File: src/rtl/bfu_pipe_pkg.sv
// Shared NTT package: default field parameters, butterfly mode encoding and the
// single-correction modular add/sub/half helpers used by the butterfly datapath.
package bfu_pipe_pkg;

   localparam int unsigned NTT_DATA_WIDTH = 12;
   localparam int unsigned NTT_Q          = 3329;
   localparam int unsigned NTT_MUL_LAT    = 4;
   localparam int unsigned HALF_Q         = (NTT_Q + 1) / 2;

   typedef enum logic [1:0] {
      MODE_CT     = 2'd0,
      MODE_GS     = 2'd1,
      MODE_PWM    = 2'd2,
      MODE_BYPASS = 2'd3
   } bfu_mode_e;

   // Helpers work on a wide container so any DATA_WIDTH/Q pair can share them.
   localparam int unsigned ARITH_W = 32;
   typedef logic [ARITH_W-1:0] arith_t;

   function automatic arith_t mod_add(input arith_t a, input arith_t b, input arith_t q);
      arith_t s;
      s = a + b;
      return (s >= q) ? s - q : s;
   endfunction

   function automatic arith_t mod_sub(input arith_t a, input arith_t b, input arith_t q);
      return (a >= b) ? a - b : a + q - b;
   endfunction

   // Odd x: (x+q)/2 == (x-1)/2 + (q+1)/2, which never overflows the operand width.
   function automatic arith_t mod_half(input arith_t x, input arith_t q);
      return x[0] ? (x >> 1) + ((q + 1) >> 1) : (x >> 1);
   endfunction

endpackage

File: src/rtl/mod_mul_pipe.sv
// Pipelined modular multiplier p = a*b mod Q with fixed latency MUL_LAT; a product
// register feeds a Barrett reduction, followed by plain delay stages. Holds when en = 0.
module mod_mul_pipe #(
   parameter int unsigned DATA_WIDTH = 12,
   parameter int unsigned Q          = 3329,
   parameter int unsigned MUL_LAT    = 4
) (
   input  logic                  clk,
   input  logic                  rst,
   input  logic                  en,
   input  logic [DATA_WIDTH-1:0] a,
   input  logic [DATA_WIDTH-1:0] b,
   output logic [DATA_WIDTH-1:0] p
);

   localparam int unsigned PW = 2 * DATA_WIDTH;
   localparam int unsigned K  = 2 * DATA_WIDTH;
   localparam logic [K:0] BARRETT_M = (K + 1)'((64'd1 << K) / 64'(Q));

   // Barrett estimate is at most two below the true quotient, hence two corrections.
   function automatic logic [DATA_WIDTH-1:0] reduce(input logic [PW-1:0] x);
      logic [PW+K:0] t;
      logic [PW:0]   qh;
      logic [PW+1:0] r;
      t  = (PW + K + 1)'(x) * (PW + K + 1)'(BARRETT_M);
      qh = (PW + 1)'(t >> K);
      r  = (PW + 2)'(x) - (PW + 2)'(qh) * (PW + 2)'(Q);
      if (r >= (PW + 2)'(Q)) r = r - (PW + 2)'(Q);
      if (r >= (PW + 2)'(Q)) r = r - (PW + 2)'(Q);
      return r[DATA_WIDTH-1:0];
   endfunction

   logic [PW-1:0] prod;
   assign prod = PW'(a) * PW'(b);

   if (MUL_LAT == 1) begin : g_single
      logic [DATA_WIDTH-1:0] p_q;

      always_ff @(posedge clk or posedge rst) begin
         if (rst) begin
            p_q <= '0;
         end else if (en) begin
            p_q <= reduce(prod);
         end
      end

      assign p = p_q;
   end else begin : g_multi
      logic [PW-1:0]         prod_q;
      logic [DATA_WIDTH-1:0] red_q [MUL_LAT-1];

      // NOTE: the delay stages are plain flops, so they take the async reset like any
      // other register; nothing here is inferred as a RAM.
      always_ff @(posedge clk or posedge rst) begin
         if (rst) begin
            prod_q <= '0;
            for (int i = 0; i < int'(MUL_LAT) - 1; i++) red_q[i] <= '0;
         end else if (en) begin
            prod_q   <= prod;
            red_q[0] <= reduce(prod_q);
            for (int i = 1; i < int'(MUL_LAT) - 1; i++) red_q[i] <= red_q[i-1];
         end
      end

      assign p = red_q[MUL_LAT-2];
   end

endmodule

File: src/rtl/bfu_pipe.sv
// Unified NTT/INTT butterfly (CT, GS with halving, pointwise multiply, bypass) with a
// fixed MUL_LAT+3 cycle latency in every mode, per-stage valid/mode tags and a global stall.
module bfu_pipe
   import bfu_pipe_pkg::*;
#(
   parameter int unsigned DATA_WIDTH = NTT_DATA_WIDTH,
   parameter int unsigned Q          = NTT_Q,
   parameter int unsigned MUL_LAT    = NTT_MUL_LAT
) (
   input  logic                  clk,
   input  logic                  rst,
   input  logic                  in_valid,
   input  logic [1:0]            mode,
   input  logic [DATA_WIDTH-1:0] u,
   input  logic [DATA_WIDTH-1:0] v,
   input  logic [DATA_WIDTH-1:0] w,
   input  logic                  stall,
   output logic                  out_valid,
   output logic [DATA_WIDTH-1:0] bf_upper,
   output logic [DATA_WIDTH-1:0] bf_lower,
   output logic                  busy
);

   localparam arith_t QA = arith_t'(Q);

   function automatic logic [DATA_WIDTH-1:0] add_q(input logic [DATA_WIDTH-1:0] a,
                                                   input logic [DATA_WIDTH-1:0] b);
      return DATA_WIDTH'(mod_add(arith_t'(a), arith_t'(b), QA));
   endfunction

   function automatic logic [DATA_WIDTH-1:0] sub_q(input logic [DATA_WIDTH-1:0] a,
                                                   input logic [DATA_WIDTH-1:0] b);
      return DATA_WIDTH'(mod_sub(arith_t'(a), arith_t'(b), QA));
   endfunction

   function automatic logic [DATA_WIDTH-1:0] half_q(input logic [DATA_WIDTH-1:0] x);
      return DATA_WIDTH'(mod_half(arith_t'(x), QA));
   endfunction

   logic en;
   assign en = ~stall;

   // Input register.
   logic                  s0_valid;
   bfu_mode_e             s0_mode;
   logic [DATA_WIDTH-1:0] s0_u, s0_v, s0_w;

   // NOTE: every clocked block uses non-blocking assignments so all stages advance together.
   always_ff @(posedge clk or posedge rst) begin
      if (rst) begin
         s0_valid <= 1'b0;
         s0_mode  <= MODE_CT;
         s0_u     <= '0;
         s0_v     <= '0;
         s0_w     <= '0;
      end else if (en) begin
         s0_valid <= in_valid;
         s0_mode  <= bfu_mode_e'(mode);
         s0_u     <= u;
         s0_v     <= v;
         s0_w     <= w;
      end
   end

   // Add/sub stage: GS forms u+v and u-v here; other modes just pass u and v through.
   logic                  s1_valid;
   bfu_mode_e             s1_mode;
   logic [DATA_WIDTH-1:0] s1_x, s1_y, s1_w;

   always_ff @(posedge clk or posedge rst) begin
      if (rst) begin
         s1_valid <= 1'b0;
         s1_mode  <= MODE_CT;
         s1_x     <= '0;
         s1_y     <= '0;
         s1_w     <= '0;
      end else if (en) begin
         s1_valid <= s0_valid;
         s1_mode  <= s0_mode;
         s1_x     <= (s0_mode == MODE_GS) ? add_q(s0_u, s0_v) : s0_u;
         s1_y     <= (s0_mode == MODE_GS) ? sub_q(s0_u, s0_v) : s0_v;
         s1_w     <= s0_w;
      end
   end

   // One multiplier shared by CT (v*w), GS ((u-v)*w) and PWM (v*w).
   logic [DATA_WIDTH-1:0] mul_p;

   mod_mul_pipe #(
      .DATA_WIDTH (DATA_WIDTH),
      .Q          (Q),
      .MUL_LAT    (MUL_LAT)
   ) u_mul (
      .clk (clk),
      .rst (rst),
      .en  (en),
      .a   (s1_y),
      .b   (s1_w),
      .p   (mul_p)
   );

   // Delay lines carrying the tags and the non-multiplied operands alongside the multiplier.
   logic [MUL_LAT-1:0]    dl_valid;
   bfu_mode_e             dl_mode [MUL_LAT];
   logic [DATA_WIDTH-1:0] dl_x    [MUL_LAT];
   logic [DATA_WIDTH-1:0] dl_y    [MUL_LAT];

   always_ff @(posedge clk or posedge rst) begin
      if (rst) begin
         dl_valid <= '0;
         for (int i = 0; i < int'(MUL_LAT); i++) begin
            dl_mode[i] <= MODE_CT;
            dl_x[i]    <= '0;
            dl_y[i]    <= '0;
         end
      end else if (en) begin
         dl_valid[0] <= s1_valid;
         dl_mode[0]  <= s1_mode;
         dl_x[0]     <= s1_x;
         dl_y[0]     <= s1_y;
         for (int i = 1; i < int'(MUL_LAT); i++) begin
            dl_valid[i] <= dl_valid[i-1];
            dl_mode[i]  <= dl_mode[i-1];
            dl_x[i]     <= dl_x[i-1];
            dl_y[i]     <= dl_y[i-1];
         end
      end
   end

   // Final combine: CT does its add/sub after the multiply, GS halves both results.
   logic [DATA_WIDTH-1:0] upper_n, lower_n;
   logic [DATA_WIDTH-1:0] tail_x, tail_y;
   bfu_mode_e             tail_mode;

   assign tail_x    = dl_x[MUL_LAT-1];
   assign tail_y    = dl_y[MUL_LAT-1];
   assign tail_mode = dl_mode[MUL_LAT-1];

   // NOTE: defaults first so every path assigns both results and no latch is inferred.
   always_comb begin
      upper_n = tail_x;
      lower_n = mul_p;
      case (tail_mode)
         MODE_CT: begin
            upper_n = add_q(tail_x, mul_p);
            lower_n = sub_q(tail_x, mul_p);
         end
         MODE_GS: begin
            upper_n = half_q(tail_x);
            lower_n = half_q(mul_p);
         end
         MODE_BYPASS: lower_n = tail_y;
         default: ;
      endcase
   end

   always_ff @(posedge clk or posedge rst) begin
      if (rst) begin
         out_valid <= 1'b0;
         bf_upper  <= '0;
         bf_lower  <= '0;
      end else if (en) begin
         out_valid <= dl_valid[MUL_LAT-1];
         bf_upper  <= upper_n;
         bf_lower  <= lower_n;
      end
   end

   assign busy = s0_valid | s1_valid | (|dl_valid) | out_valid;

endmodule
File: config.mk
export PLATFORM = sky130hd
export DESIGN_NAME = bfu_pipe
export DESIGN_NICKNAME = d
export VERILOG_FILES = /design/src/rtl/bfu_pipe_pkg.sv /design/src/rtl/mod_mul_pipe.sv /design/src/rtl/bfu_pipe.sv
export SDC_FILE = /design/constraint.sdc
export NUM_CORES = 1
export LEC_CHECK = 0
export ABC_AREA = 1
export CORE_AREA = 4 4 333 335
export DETAILED_ROUTE_END_ITERATION = 7
export DIE_AREA = 0 0 337 339
export PLACE_DENSITY_LB_ADDON = 0.15
export SYNTH_ARGS = -nofsm -noshare
export SYNTH_HDL_FRONTEND = slang
export SYNTH_HIERARCHICAL = 1
export SYNTH_SLANG_ARGS = --single-unit
export TNS_END_PERCENT = 10
File: constraint.sdc
create_clock -name clk -period 12.1 [get_ports clk]
set_input_delay 2.42 -clock clk [delete_from_list [all_inputs] [get_ports clk]]
set_output_delay 2.42 -clock clk [all_outputs]
set_load 0.03 [all_outputs]
==> reports/qor.txt, run 1 <==
Cell mode on critical path: nand2_1
Final ANT Viol Nets: 0
Routed length per instance: 15.97 µm
Area grow syn2layout: 9.797%
Drt total wl: 92240 µm
All-Layer GR Usage: 0.1617
Startpoint types: flop
Top cell type's share of synthesized area: 0.2101
CTS tree: done
Grt total ovfl: 0
Worst Clk Skew: 0.03236 ns
Hold Fails Final Rpt: 0
Fmax: 88.10 MHz
Root buffer cell: clkbuf_16
Worst-Margin Slew: 0.9094 ns
Run status: finished clean
Worst path slowest cell: fa_1
Syn_area_per_cell: 7.424 µm²
Clock buffers created by TritonCTS: 36
Drt first pass iters: 8
Unique masters post-synth: 57
H-tree depth: 2
Max Slew Vio Count: 0
Die ar.: 114200 µm²
Yosys warns: 6
Die width: 337 µm
Largest net degree at the start of global routing: 178
WHS Path Cells: 2
Crit end category: flop
Initial drt markers: 1420
Final setup viols: 0
Final period util: 0.9380
R2r worst-path depth: 55
Port bufs: 67
Total negative slack: 0 ns
Synth Flop Type: dfrtp_1
Critical path type: flop to flop
Initial Utilization: 0.2986
# DRC: 0
Sequential area share after synthesis: 0.2101
Detailed placement HPWL: 73750 µm
Final net count: 5013
Clock sinks: 271
Ys async rst share: 1.000
Crit path time final: 11.35 ns
Clk Latency, worst-skew pair: 0.56 ns
Syn Std Cell Area: 32270 µm²
Layout cells sized above 1: 0.05845
Ant. Diodes: 0
Critical path's largest stage delay: 0.59 ns
Max-Cap Viols: 0
Vias in the first global route: 26.43k
Vias/cell: 4.567
Syn nets: 5023
Cell count after synthesis: 4347
Num rows: 121
RSZ-0062 raised after global routing: false
Number of synthesized flops with an enable pin: 0
Crit path max fanout: 26
Slew HR: 0.3915
I/O pin count: 68
Max clock buf depth: 3
Die Height: 339 µm
Hold Crit Class: flop to flop
Initial antenna violation count: 0
Register bit total from synthesis: 271
Clk pin slew, worst setup/hold paths: 0.07 ns
Leading area contributor after synthesis: dfrtp_1
GP Congestion: 0.8770
Required time of the critical path: 12.52 ns
Synth top area cells: dfrtp_1 21%, fa_1 17%, nand2_1 14%
CORE AREA: 108100 µm²
Via count: 26.38k
Global-route wire length before repair: 148800 µm
WP data arrival: 11.77 ns
[cells in the mapped netlist, types with 26 or more instances]
master and instances:
nand3_1 229, inv_1 825, xor2_1 65, inv_2 28, nor3_1 26, nand4_1 39, dfrtp_1 271, clkbuf_1 90
o21ai_0 210, a21oi_1 142, nand2_1 1239, nand2_2 52, nor2_1 209, fa_1 277, ha_1 357
[worst paths after layout]
path	startpoint	end	slack (ns)
hold reg to reg	u_mul/g_multi.red_q[35]	u_mul/g_multi.red_q[23]	0.46
min in group asynchronous	rst	u_mul/g_multi.prod_q[16]	2.23
setup reg to reg	u_mul/g_multi.prod_q[21]	u_mul/g_multi.red_q[29]	0.75
setup / recovery	u_mul/g_multi.prod_q[21]	u_mul/g_multi.red_q[29]	0.75
max in group asynchronous	rst	dl_x[14]	7.62
hold / removal	u_mul/g_multi.red_q[35]	u_mul/g_multi.red_q[23]	0.46
[critical path, delay by kind of cell, from the launching register on]
kind,cells,cell delay (ns)
AO/OA/AOI/OAI,1,0.19
XOR/XNOR,1,0.22
adder cells (fa/ha/maj),13,5.58
buffers and inverters,11,0.93
flip-flops,1,0.52
AND/OR/NAND/NOR,29,3.77
[through the flow]
step | area [µm²] | hold slack, ns | setup slack, ns | util | instances
global placement | 34170 | 0.4498 | 0.6887 | 0.3161 | 5708
floorplan | 32270 | 0.4422 | 2.095 | - | 4347
detailed placement | 34170 | 0.4508 | 0.5825 | 0.3161 | 5708
global route | 35430 | 0.4780 | 0.00005684 | 0.3278 | 5777
CTS | 35360 | 0.4634 | 0.5232 | 0.3271 | 5772
finish | 35430 | 0.4571 | 0.7496 | 0.3278 | 5777
[per-layer routing]
layer / up-vias / wire length (µm) / GRT usage
li1: 13430 / - / -
met1: 12500 / 46470 / 0.2400
met2: 371 / 41080 / 0.2551
met3: 85 / 2872 / 0.01698
met4: 0 / 1818 / 0.03174
met5: - / 0 / 0
[layout make-up]
cell class	instances	area (µm²)
Multi-Input combinational cell	3082	21600
Fill cell	11770	72660
Tap cell	1414	1769
Clock inverter	15	131.4
Inverter	858	3248
Sequential cell	271	6794
Clock buffer	49	1052
Timing Repair Buffer	88	842.1
[kinds of logic (layout without fill, tap and decap cells)]
logic type / count (synthesis) / in the layout / synth area share
AND/OR/NAND/NOR: 1874 / 1874 / 0.2472
buffers and inverters: 994 / 1010 / 0.1213
adder cells (fa/ha/maj): 634 / 634 / 0.3102
AO/OA/AOI/OAI: 483 / 483 / 0.08529
flip-flops: 271 / 271 / 0.2101
XOR/XNOR: 91 / 91 / 0.02586
[cells in the final DEF, fill, tap and decap left out, types with 9 or more instances in the layout]
cell / Yosys / final
nand2_1: 1239 / 1239
inv_1: 825 / 821
ha_1: 357 / 357
fa_1: 277 / 277
dfrtp_1: 271 / 261
nand3_1: 229 / 229
o21ai_0: 210 / 210
nor2_1: 209 / 209
a21oi_1: 142 / 142
clkdlybuf4s50_1: 0 / 66
xor2_1: 65 / 64
nand2_2: 52 / 52
nand4_1: 39 / 39
clkbuf_16: 0 / 38
inv_2: 28 / 29
nor3_1: 26 / 26
xnor2_1: 21 / 20
o211ai_1: 20 / 20
buf_4: 20 / 20
a31oi_1: 18 / 18
a221oi_1: 17 / 17
nand3b_1: 14 / 14
a21oi_2: 12 / 12
o21bai_1: 11 / 11
nor2_2: 11 / 11
nand3_2: 10 / 10
dfrtp_2: 0 / 10
or2_2: 9 / 9
o21ai_1: 9 / 9
[flip-flops by register name, summed over array words and instances, names as in the netlist, 4 cells and up]
signal / flops
tail_x: 12
u_mul/g_multi.prod_q: 24
bf_upper: 12
s0_v: 12
dl_y: 36
s1_x: 12
dl_valid: 4
dl_mode: 6
s0_w: 12
s1_w: 12
u_mul/g_multi.red_q: 24
s1_y: 12
bf_lower: 12
u_mul/p: 12
dl_x: 36
tail_y: 12
s0_u: 12
[timing repair]
action	4_1_cts	5_1_grt
buffers inserted	0	5
endpoints found under the setup margin	0	12
hold buffers	0	0
gates resized for setup	0	15
Power of run 1 is not shown: default switching activity piles up to over one toggle a cycle in this logic, so the estimate is an artifact.
==> run 2, diff against run 1 <==
--- a/config.mk
+++ b/config.mk
@@ -14,4 +14,3 @@
 export SYNTH_HDL_FRONTEND = slang
 export SYNTH_HIERARCHICAL = 1
 export SYNTH_SLANG_ARGS = --single-unit
-export TNS_END_PERCENT = 10
==> constraint.sdc (replaced) <==
create_clock -name clk -period 13.4 [get_ports clk]
set_input_delay 2.68 -clock clk [delete_from_list [all_inputs] [get_ports clk]]
set_output_delay 2.68 -clock clk [all_outputs]
set_load 0.03 [all_outputs]
==> reports/qor.txt, run 2 (synthesized netlist as in run 1, its figures left out) <==
Run status: finished clean
Die ar.: 114200 µm² (unchanged)
Die Height: 339 µm (unchanged)
Hold_sp: dl_y[41]
Critical R2R Capture: u_mul/g_multi.red_q[27]
Crit end category: flop
Clk pin slew, worst setup/hold paths: 0.06 ns (about the same)
I/O pin count: 68 (unchanged)
Max-Cap Viols: 0 (unchanged)
Initial drt markers: 1576 (+11%)
Vias in the first global route: 26.32k (-0.43%)
# fillers: 11.77k (+0.017%)
Initial antenna violation count: 0 (unchanged)
Finished layout cell area: 35320 µm² (-0.34%)
Worst-Margin Slew: 0.9525 ns (+0.04309 ns)
Initial Utilization: 0.2986 (unchanged)
GP Congestion: 0.8619 (-1.7%)
CORE AREA: 108100 µm² (unchanged)
Crit Reg-Reg Startpoint: u_mul/g_multi.prod_q[20]
Drt first pass iters: 5 (-3)
Worst Clk Skew: 0.02765 ns (-0.004708 ns)
Die width: 337 µm (unchanged)
R2R setup slack: 1.69 ns (+0.94 ns)
Drt total wl: 91600 µm (-0.69%)
Critical path's largest stage delay: 0.64 ns (+0.05 ns)
Root buffer cell: clkbuf_16
Hold Path Sink: dl_y[29]
Layout cells sized above 1: 0.05193 (-0.006516)
Clock buffers created by TritonCTS: 35 (-2.8%)
Largest registers: dl_x (36), dl_y (36)
Total negative slack: 0 ns (unchanged)
CTS tree: done
Largest net degree at the start of global routing: 130 (-27%)
Setup bufs post-CTS: 0 (unchanged)
Hold-fix buffers, CTS: 0 (unchanged)
Num rows: 121 (unchanged)
Worst path slowest cell: fa_1
Port bufs: 67 (unchanged)
Ant. Diodes: 0 (unchanged)
Crit path max fanout: 26 (unchanged)
WHS Path Cells: 2 (unchanged)
Cell mode on critical path: nand2_1
Final period util: 0.8737 (-0.06432)
Most frequent cells in the layout: 1239 x nand2_1, 823 x inv_1, 357 x ha_1, 277 x fa_1, 271 x dfrtp_1
Final ANT Viol Nets: 0 (unchanged)
Cts repair resizes: 0 (unchanged)
All-Layer GR Usage: 0.1609 (-0.0008112)
Hold Fails Final Rpt: 0 (unchanged)
Final net count: 5003 (-0.20%)
Via count: 26.36k (-0.087%)
WP data arrival: 12.13 ns (+0.36 ns)
# DRC: 0 (unchanged)
Final setup viols: 0 (unchanged)
Max Slew Vio Count: 0 (unchanged)
Grt total ovfl: 0 (unchanged)
Routed length per instance: 15.89 µm (-0.50%)
Crit path time final: 11.71 ns (+0.3575 ns)
Global-route wire length before repair: 148600 µm (-0.12%)
Clock sinks: 271 (unchanged)
Detailed placement HPWL: 73450 µm (-0.41%)
Clk Latency, worst-skew pair: 0.56 ns (about the same)
Startpoint types: flop
Critical path type: flop to flop
Hold Crit Class: flop to flop
RSZ-0062 raised after global routing: false
Slew HR: 0.3650 (-0.02648)
DP Area: 34130 µm² (-0.12%)
H-tree depth: 2 (unchanged)
Max clock buf depth: 3 (unchanged)
Area grow syn2layout: 9.429%
Vias/cell: 4.571 (+0.10%)
Required time of the critical path: 13.82 ns (+1.30 ns)
Fmax: 85.41 MHz (-3.1%)
Most common cell after layout, fill and taps aside: nand2_1
R2r worst-path depth: 55 (unchanged)
==> run 2: cell types whose count changed in the layout (fill, tap and decap cells not counted), sizes merged <==
cell and change:
buf -9, inv +4, clkinv -5, bufinv +2
clkbuf +1, clkinvlp -4
==> run 2: how the worst max path moves through the flow <==
stage | from | endpoint | slack (ns) | cells after the start
after global routing | u_mul/g_multi.prod_q[18] | u_mul/g_multi.red_q[29] | 0.77 | 55
after global placement | u_mul/g_multi.prod_q[18] | u_mul/g_multi.red_q[31] | 1.71 | 54
after CTS | u_mul/g_multi.prod_q[18] | u_mul/g_multi.red_q[27] | 1.62 | 54
after floorplan | u_mul/g_multi.prod_q[21] | u_mul/g_multi.red_q[27] | 3.39 | 57
after detailed placement | u_mul/g_multi.prod_q[18] | u_mul/g_multi.red_q[27] | 1.69 | 54
final | u_mul/g_multi.prod_q[20] | u_mul/g_multi.red_q[27] | 1.69 | 55
==> run 2: worst max-delay path, delay by kind of cell (launching register included) <==
family / cells / cell delay [ns]
fa+ha+maj: 13 / 5.65
xor+xnor: 1 / 0.22
flops: 1 / 0.54
buf+inv: 11 / 0.96
simple gates: 29 / 4.03
compound gates: 1 / 0.19
==> run 2: area by class of cell <==
class | instances | area [µm²] | share of cell area
Tap cell | 1414 | 1769 | 0.05010
Timing Repair Buffer | 79 | 762.0 | 0.02158
Multi-Input combinational cell | 3082 | 21580 | 0.6109
Inverter | 858 | 3241 | 0.09176
Clock buffer | 50 | 1025 | 0.02902
Sequential cell | 271 | 6782 | 0.1920
Clock inverter | 12 | 161.4 | 0.004570
==> run 2: metrics by stage <==
step                      std cells  setup WS, ns    util  hold WS [ns]
after CTS                      5766         1.618  0.3267        0.4599
after global routing           5766        0.7681  0.3267        0.4681
after detailed placement       5704         1.690  0.3157        0.4525
final                          5766         1.692  0.3267        0.4586
after floorplan                4347         3.395       -        0.4422
after global placement         5704         1.708  0.3157        0.4518
==> run 2: layer usage <==
layer	vias to the layer above	track usage	part of all wire
met5	-	0	0
met4	0	0.02779	0.016
met3	82	0.01852	0.032
met2	385	0.2528	0.45
met1	12480	0.2401	0.51
li1	13410	-	-
Power of run 2 is left out for the same reason.
